===== src/rtl/wishbone_bus_if.sv =====
// Bridge from a single-cycle CPU memory port to a Wishbone B.3 master.
// One registered single transfer at a time; read data is held while the pipeline stays stalled.
module wishbone_bus_if (
  input  logic        clk,
  input  logic        rst,
  input  logic [5:0]  stall_i,
  input  logic        flush_i,
  input  logic        cpu_ce_i,
  input  logic [31:0] cpu_addr_i,
  input  logic [31:0] cpu_data_i,
  input  logic        cpu_we_i,
  input  logic [3:0]  cpu_sel_i,
  output logic [31:0] cpu_data_o,
  output logic        stallreq,
  input  logic [31:0] wishbone_data_i,
  input  logic        wishbone_ack_i,
  output logic [31:0] wishbone_addr_o,
  output logic [31:0] wishbone_data_o,
  output logic        wishbone_we_o,
  output logic [3:0]  wishbone_sel_o,
  output logic        wishbone_stb_o,
  output logic        wishbone_cyc_o
);

  localparam logic [1:0] S_IDLE           = 2'd0;
  localparam logic [1:0] S_BUSY           = 2'd1;
  localparam logic [1:0] S_WAIT_FOR_STALL = 2'd2;

  logic [1:0]  state_q,  state_d;
  logic [31:0] rd_buf_q, rd_buf_d;
  logic [31:0] addr_q,   addr_d;
  logic [31:0] data_q,   data_d;
  logic        we_q,     we_d;
  logic [3:0]  sel_q,    sel_d;
  logic        stb_q,    stb_d;
  logic        cyc_q,    cyc_d;

  always_comb begin
    state_d  = state_q;
    rd_buf_d = rd_buf_q;
    addr_d   = addr_q;
    data_d   = data_q;
    we_d     = we_q;
    sel_d    = sel_q;
    stb_d    = stb_q;
    cyc_d    = cyc_q;
    case (state_q)
      S_IDLE: begin
        if (cpu_ce_i && !flush_i) begin
          addr_d  = cpu_addr_i;
          data_d  = cpu_data_i;
          we_d    = cpu_we_i;
          sel_d   = cpu_sel_i;
          stb_d   = 1'b1;
          cyc_d   = 1'b1;
          state_d = S_BUSY;
        end
      end
      S_BUSY: begin
        // Flush wins over a coincident ack; the returned read data is dropped.
        if (flush_i) begin
          addr_d   = '0;
          data_d   = '0;
          we_d     = 1'b0;
          sel_d    = '0;
          stb_d    = 1'b0;
          cyc_d    = 1'b0;
          rd_buf_d = '0;
          state_d  = S_IDLE;
        end else if (wishbone_ack_i) begin
          addr_d  = '0;
          data_d  = '0;
          we_d    = 1'b0;
          sel_d   = '0;
          stb_d   = 1'b0;
          cyc_d   = 1'b0;
          if (!we_q) begin
            rd_buf_d = wishbone_data_i;
          end
          state_d = (stall_i != 6'b0) ? S_WAIT_FOR_STALL : S_IDLE;
        end
      end
      S_WAIT_FOR_STALL: begin
        if (flush_i || stall_i == 6'b0) begin
          state_d = S_IDLE;
        end
      end
      default: state_d = S_IDLE;
    endcase
  end

  always_ff @(posedge clk) begin
    if (rst) begin
      state_q  <= S_IDLE;
      rd_buf_q <= '0;
      addr_q   <= '0;
      data_q   <= '0;
      we_q     <= 1'b0;
      sel_q    <= '0;
      stb_q    <= 1'b0;
      cyc_q    <= 1'b0;
    end else begin
      state_q  <= state_d;
      rd_buf_q <= rd_buf_d;
      addr_q   <= addr_d;
      data_q   <= data_d;
      we_q     <= we_d;
      sel_q    <= sel_d;
      stb_q    <= stb_d;
      cyc_q    <= cyc_d;
    end
  end

  always_comb begin
    stallreq   = 1'b0;
    cpu_data_o = '0;
    if (!rst) begin
      case (state_q)
        S_IDLE: stallreq = cpu_ce_i && !flush_i;
        S_BUSY: begin
          if (!flush_i) begin
            if (wishbone_ack_i) begin
              if (!we_q) begin
                cpu_data_o = wishbone_data_i;
              end
            end else begin
              stallreq = 1'b1;
            end
          end
        end
        S_WAIT_FOR_STALL: cpu_data_o = rd_buf_q;
        default: ;
      endcase
    end
  end

  assign wishbone_addr_o = addr_q;
  assign wishbone_data_o = data_q;
  assign wishbone_we_o   = we_q;
  assign wishbone_sel_o  = sel_q;
  assign wishbone_stb_o  = stb_q;
  assign wishbone_cyc_o  = cyc_q;

endmodule


===== config.mk =====
export PLATFORM = sky130hd
export DESIGN_NAME = wishbone_bus_if
export DESIGN_NICKNAME = d
export VERILOG_FILES = /design/src/rtl/wishbone_bus_if.sv
export SDC_FILE = /design/constraint.sdc
export NUM_CORES = 1
export LEC_CHECK = 0
export BUFFER_PORTS_ARGS = -buffer_cell sky130_fd_sc_hd__buf_2
export CELL_PAD_IN_SITES_DETAIL_PLACEMENT = 1
export CELL_PAD_IN_SITES_GLOBAL_PLACEMENT = 2
export CORE_ASPECT_RATIO = 0.7
export CORE_MARGIN = 2
export CORE_UTILIZATION = 25
export DETAILED_ROUTE_END_ITERATION = 8
export PLACE_DENSITY = 0.8
export SYNTH_ARGS = -nofsm -noshare
export SYNTH_HDL_FRONTEND = slang
export SYNTH_SLANG_ARGS = --single-unit

===== constraint.sdc =====
create_clock -name clk -period 2.2 [get_ports clk]
set_clock_uncertainty 0.2 [all_clocks]
set_input_delay 0.44 -clock clk [delete_from_list [all_inputs] [get_ports clk]]
set_output_delay 0.44 -clock clk [all_outputs]
set_load 0.02 [all_outputs]

# Word level (Yosys, flattened, before mapping)
# Index checks and enable logic that the tools add are counted.
# classes
n_mux	34
reduce_logical	11
n_eq_ne	6
# op_table
operator	count
$mux 32	11
$pmux 32 s2	3
$mux 4	3
$mux 2	5
$reduce_and 3->1	3
$pmux 4 s2	1
$mux 1	7
$logic_not 6->1	1
$ne 2x2->1 const B	3
$pmux 1 s2	3
$pmux 2 s3	1
$reduce_bool 6->1	1
$reduce_bool 2->1	2
$ne 3x3->1 const B	1
$eq 2x1->1 const B	1
$eq 2x2->1 const B	1
$logic_not 2->1	1
$logic_and 1x1->1	1
$logic_not 1->1	1
$logic_or 1x1->1	1
# totals
ff_bits	104
out_inout_bits	104
word_cells	58

# Depth between registers and ports, before layout
# depth
word_depth	5
ltp_mapped	8

# Worst setup path before layout
# Ideal clock, no wire load.
# synth_timing
path_type	register to output
from	register state_q[0]
to	output stallreq
arrival_ps	1609
path_buffers	2
path_stages_with_launch	7
t_required_ps	1560
slack_ps	-49
cell_sequence	dfxtp_1 inv_1 ha_1 buf_2 buf_1 nand2_1 a211oi_1
# synth_between
elab_chain_cells	3
# synth_rtl
item	line_no	source
start: declaration	29	logic [1:0] state_q, state_d;
start signal: assignment	103	state_q <= state_d;
$eq 2x1->1 or $logic_not 2->1 (tied branches)	118	case (state_q)
$pmux 1 s2 *	118	
$mux 1 *	117	if (!rst) begin
end: declaration	14	output logic stallreq,
# Every way passes the cells marked *; elsewhere a longest branch is shown, timed or not.

# Final worst setup path
# layout_timing
from	register state_q[1]
to	output cpu_data_o[17]
# layout_between
elab_chain_cells	3
# layout_rtl
item	line_no	source
$eq 2x2->1 or $eq 2x1->1 (tied branches)	118	
$pmux 32 s2 *	118	
$mux 32 *	117	
end: declaration	13	output logic [31:0] cpu_data_o,
# Marked as above.

==> impl_results.html <==
<table>
<tr><th>Metric</th><th>Value</th></tr>
<tr><th colspan="2">Detailed routing</th></tr>
<tr><td>Topmost layer with routed signal wires</td><td>met4</td></tr>
<tr><td>Avg Vias per Cell</td><td>5.00</td></tr>
<tr><td>Met1 wire length</td><td>8060 um</td></tr>
<tr><td>DRC errors left</td><td>0</td></tr>
<tr><td>Post-route antenna net violation count</td><td>0</td></tr>
<tr><td>Router iterations before antenna repair</td><td>4</td></tr>
<tr><td>Drt first-iter violations</td><td>260</td></tr>
<tr><td>Total length of routed met3 wires</td><td>1160 um</td></tr>
<tr><td>Met2 routed wirelength</td><td>8270 um</td></tr>
<tr><td>Routed WL</td><td>17,600 um</td></tr>
<tr><td>Vias</td><td>~5k</td></tr>
<tr><td>Post-detailed-route wirelength per cell</td><td>17.6 um</td></tr>
<tr><th colspan="2">Timing</th></tr>
<tr><td>Final critical delay including setup and external delays</td><td>2.41 ns</td></tr>
<tr><td>Max Clk Rate</td><td>414 MHz</td></tr>
<tr><td>Final worst path period share</td><td>1.10</td></tr>
<tr><td>Transition time of the tightest slew-check pin</td><td>0.817 ns</td></tr>
<tr><td>Number of hold violations in the final report</td><td>0</td></tr>
<tr><td>Finish-stage setup viols</td><td>32</td></tr>
<tr><td>Post-route setup slack</td><td>-0.215 ns</td></tr>
<tr><td>Setup total negative slack</td><td>-5.32 ns</td></tr>
<tr><td>Setup repair after global routing missed its margin</td><td>true</td></tr>
<tr><td>Slew Limit Fails</td><td>0</td></tr>
<tr><td>Max_slew headroom</td><td>0.455</td></tr>
<tr><th colspan="2">Floorplanning</th></tr>
<tr><td>Area of the die</td><td>roughly 0.019 mm2</td></tr>
<tr><td>Top-Level Pins</td><td>216</td></tr>
<tr><td>Overall die width</td><td>166 um</td></tr>
<tr><td>Core Footprint</td><td>0.0180 mm2</td></tr>
<tr><td>Starting Density</td><td>0.254</td></tr>
<tr><td>Site Rows</td><td>41</td></tr>
<tr><td>Die Ht</td><td>117 um</td></tr>
<tr><th colspan="2">Finish</th></tr>
<tr><td>Share of post-route cells with drive strength above 1</td><td>0.435</td></tr>
<tr><td>Non-filler instance count after layout</td><td>1,000</td></tr>
<tr><td>Number of antenna repair diodes</td><td>0</td></tr>
<tr><td>Number of nets in the layout</td><td>874</td></tr>
<tr><td>P&amp;R area growth vs syn</td><td>47.3%</td></tr>
<tr><th colspan="2">Critical path</th></tr>
<tr><td>Req. time, crit path</td><td>about 1.6 ns</td></tr>
<tr><td>Data arrival time of the worst path</td><td>1.77 ns</td></tr>
<tr><td>Critical-path maximum fanout</td><td>8</td></tr>
<tr><td>Critical Setup Path Class</td><td>reg2out</td></tr>
<tr><td>Nature of the critical path endpoint</td><td>output pin</td></tr>
<tr><td>Startpoint class of the critical path</td><td>register</td></tr>
<tr><th colspan="2">Power and ir drop</th></tr>
<tr><td>Power per cell area</td><td>a little over 900 mW/mm2</td></tr>
<tr><td>Peak supply drop</td><td>between 0.5 and 0.6 mV</td></tr>
<tr><td>LEAKAGE</td><td>2.72 nW</td></tr>
<tr><th colspan="2">Placed design</th></tr>
<tr><td>HPWL Detailed</td><td>between 10,000 and 15,000 um</td></tr>
<tr><td>GP Congestion</td><td>0.748</td></tr>
<tr><td>Cell total after placement</td><td>972</td></tr>
<tr><td>Buffers on Ports</td><td>215</td></tr>
<tr><th colspan="2">Synth</th></tr>
<tr><td>Synthesized Nets</td><td>slightly below 700</td></tr>
<tr><td>Sequential fraction of the synthesis area</td><td>0.455</td></tr>
<tr><td>Avg Cell Area, Syn</td><td>around 8 um2</td></tr>
<tr><td>Yosys warnings</td><td>0</td></tr>
<tr><td>Number of instances in the synthesized netlist</td><td>568</td></tr>
<tr><td>Cell type contributing the most total cell area after synthesis</td><td>dfxtp_1</td></tr>
<tr><td>Post-synthesis sequential element count</td><td>104</td></tr>
<tr><td>Area share of the leading cell type in the synthesized netlist</td><td>0.455</td></tr>
<tr><td>Number of distinct library cells after synthesis</td><td>28</td></tr>
<tr><td>Combined area of all synthesized cells</td><td>0.00458 mm2</td></tr>
<tr><td>Dominant cells by area after synthesis</td><td>dfxtp_1, a21oi_1, nand4b_1, nand2_1, nand3_1</td></tr>
<tr><th colspan="2">GRT</th></tr>
<tr><td>First-pass GRT wire length</td><td>approximately 26,000 um</td></tr>
<tr><td>Largest net degree at the start of global routing</td><td>74</td></tr>
<tr><td>Via count of the first global-routing pass</td><td>4,981</td></tr>
<tr><td>Global-route usage over all layers</td><td>0.167</td></tr>
<tr><td>Antenna violations before repair</td><td>0</td></tr>
<tr><td>Leftover overflow at the end of global routing</td><td>0</td></tr>
<tr><th colspan="2">Status</th></tr>
<tr><td>Violations in the final reports</td><td>negative setup slack</td></tr>
<tr><td>Run status</td><td>finished, violations left</td></tr>
<tr><th colspan="2">CTS</th></tr>
<tr><td>Clock root cell</td><td>clkbuf_16</td></tr>
<tr><td>TritonCTS buffer count</td><td>9</td></tr>
<tr><td>Maximum buffer depth of the clock tree</td><td>2</td></tr>
<tr><td>Number of sinks driven by the clock tree</td><td>104</td></tr>
<tr><td>CTS tree</td><td>built</td></tr>
<tr><td>Clock transition time at the flip-flop clock pins of the worst setup and hold paths</td><td>0.08 ns</td></tr>
<tr><td>Number of H-tree levels</td><td>3</td></tr>
<tr><td>Clock insertion delay at the later pin of the skew report</td><td>around 0.34 ns</td></tr>
<tr><th colspan="2">Hold path</th></tr>
<tr><td>Min-Delay Path Class</td><td>in2reg</td></tr>
<tr><th colspan="2">Run</th></tr>
<tr><td>Max cap viols</td><td>0</td></tr>
</table>
[cell families (layout without fill, tap and decap cells)]
| kind of cell | after synthesis | after routing | share of synthesized area |
|---|---|---|---|
| compound gates | 140 | 140 | 0.157 |
| fa+ha+maj | 3 | 3 | 0.00820 |
| buf+inv | 70 | 266 | 0.0705 |
| flops | 104 | 104 | 0.455 |
| mux | 1 | 1 | 0.00219 |
| simple gates | 250 | 250 | 0.307 |
[per-layer routing]
layer / vias to the layer above / GRT usage
li1: 2395 / -
met1: 2438 / 0.212
met2: 156 / 0.278
met3: 7 / 0.0518
met4: 0 / 0.0464
met5: - / 0
[flip-flops by register name (all words and copies together) (netlist names)]
| register | flops |
|---|---|
| wishbone_data_o | 32 |
| rd_buf_q | 32 |
| wishbone_we_o | 1 |
| wishbone_cyc_o | 1 |
| wishbone_sel_o | 4 |
| state_q | 2 |
| wishbone_addr_o | 32 |
[through the flow]
step	cell area [um2]	power, mW	setup slack, ns	hold WS [ns]	util
detailed placement	5880	4.44	0.00660	0.251	0.326
floorplan	4580	3.68	0.0593	0.237	-
global route	6750	6.53	-0.297	0.144	0.375
global placement	5880	4.38	0.0188	0.242	0.326
CTS	6390	6.12	-0.174	0.135	0.355
finish	6750	6.18	-0.215	0.160	0.375
[placed cells by master (no fill, tap or decap), types with 2 or more instances in the layout]
cell type,Yosys,layout
buf_2,30,181
clkbuf_16,0,11
nand4b_1,69,69
buf_12,0,5
a21oi_2,0,31
nand2_1,99,73
a21oi_1,134,102
clkinv_4,0,2
nand2_4,0,13
nand2_2,0,13
buf_4,2,39
dfxtp_2,0,2
inv_6,0,2
nand2b_1,4,3
dfxtp_1,104,101
buf_6,2,17
nand3_1,70,70
inv_1,4,3
[cell usage after synthesis]
| master | n |
|---|---|
| o211ai_2 | 1 |
| inv_1 | 4 |
| nor2_1 | 1 |
| buf_2 | 30 |
| o21ai_2 | 1 |
| nand3_2 | 1 |
| o32ai_1 | 1 |
| and3_1 | 1 |
| a211oi_1 | 1 |
| nand3_1 | 70 |
| nor2b_1 | 1 |
| or2_0 | 1 |
| dfxtp_1 | 104 |
| nor4_1 | 1 |
| and2b_1 | 1 |
| mux2i_1 | 1 |
| o22ai_1 | 1 |
| ha_1 | 3 |
| nor4b_1 | 1 |
| a31oi_1 | 1 |
| buf_1 | 1 |
| nand4b_1 | 69 |
| buf_4 | 2 |
| nand2b_1 | 4 |
| a21oi_1 | 134 |
| buf_6 | 2 |
| clkbuf_1 | 31 |
| nand2_1 | 99 |
[worst max-delay path, cell delays in order (launching register included)]
cell,delay (ns)
dfxtp_2,0.34
inv_4,0.07
ha_4,0.14
and3_4,0.28
clkbuf_16,0.21
nand2_2,0.08
a21oi_2,0.17
buf_6,0.14
[power breakdown]
part / switching, mW / total, mW / leakage (nW) / internal, mW
combinational: 1.52 / 2.39 / 1.73 / 0.869
clock: 0.750 / 1.56 / 0.140 / 0.811
sequential: 0.123 / 2.23 / 0.846 / 2.11
[path summary, 6_finish.rpt]
kind                                         start                 end  slack, ns  depth (start not counted)
worst max-delay path                    state_q[1]      cpu_data_o[17]      -0.21                          7
worst max register to register          state_q[1]  wishbone_addr_o[0]       0.19                          8
worst min register to register         rd_buf_q[8]         rd_buf_q[8]       0.26                          2
worst min-delay path            wishbone_data_i[1]         rd_buf_q[1]       0.16                          3
[cell type report]
type | count | area [um2]
Clock buffer | 11 | 243
Clock inverter | 5 | 40.0
Fill cell | 2164 | 11300
Inverter | 4 | 17.5
Multi-Input combinational cell | 394 | 2480
Sequential cell | 104 | 2090
Tap cell | 236 | 295
Timing Repair Buffer | 246 | 1580
[timing repair]
action                                  in CTS  in global routing
pin swaps                                    0                 36
hold buffers                                 0                  0
endpoints found under the hold margin        0                  0
gates resized for setup                     67                 69
buffers inserted                             1                  8
cloned                                       1                  2
endpoints found under the setup margin      32                 39
No activity file was read; power rests on OpenSTA's default activity.
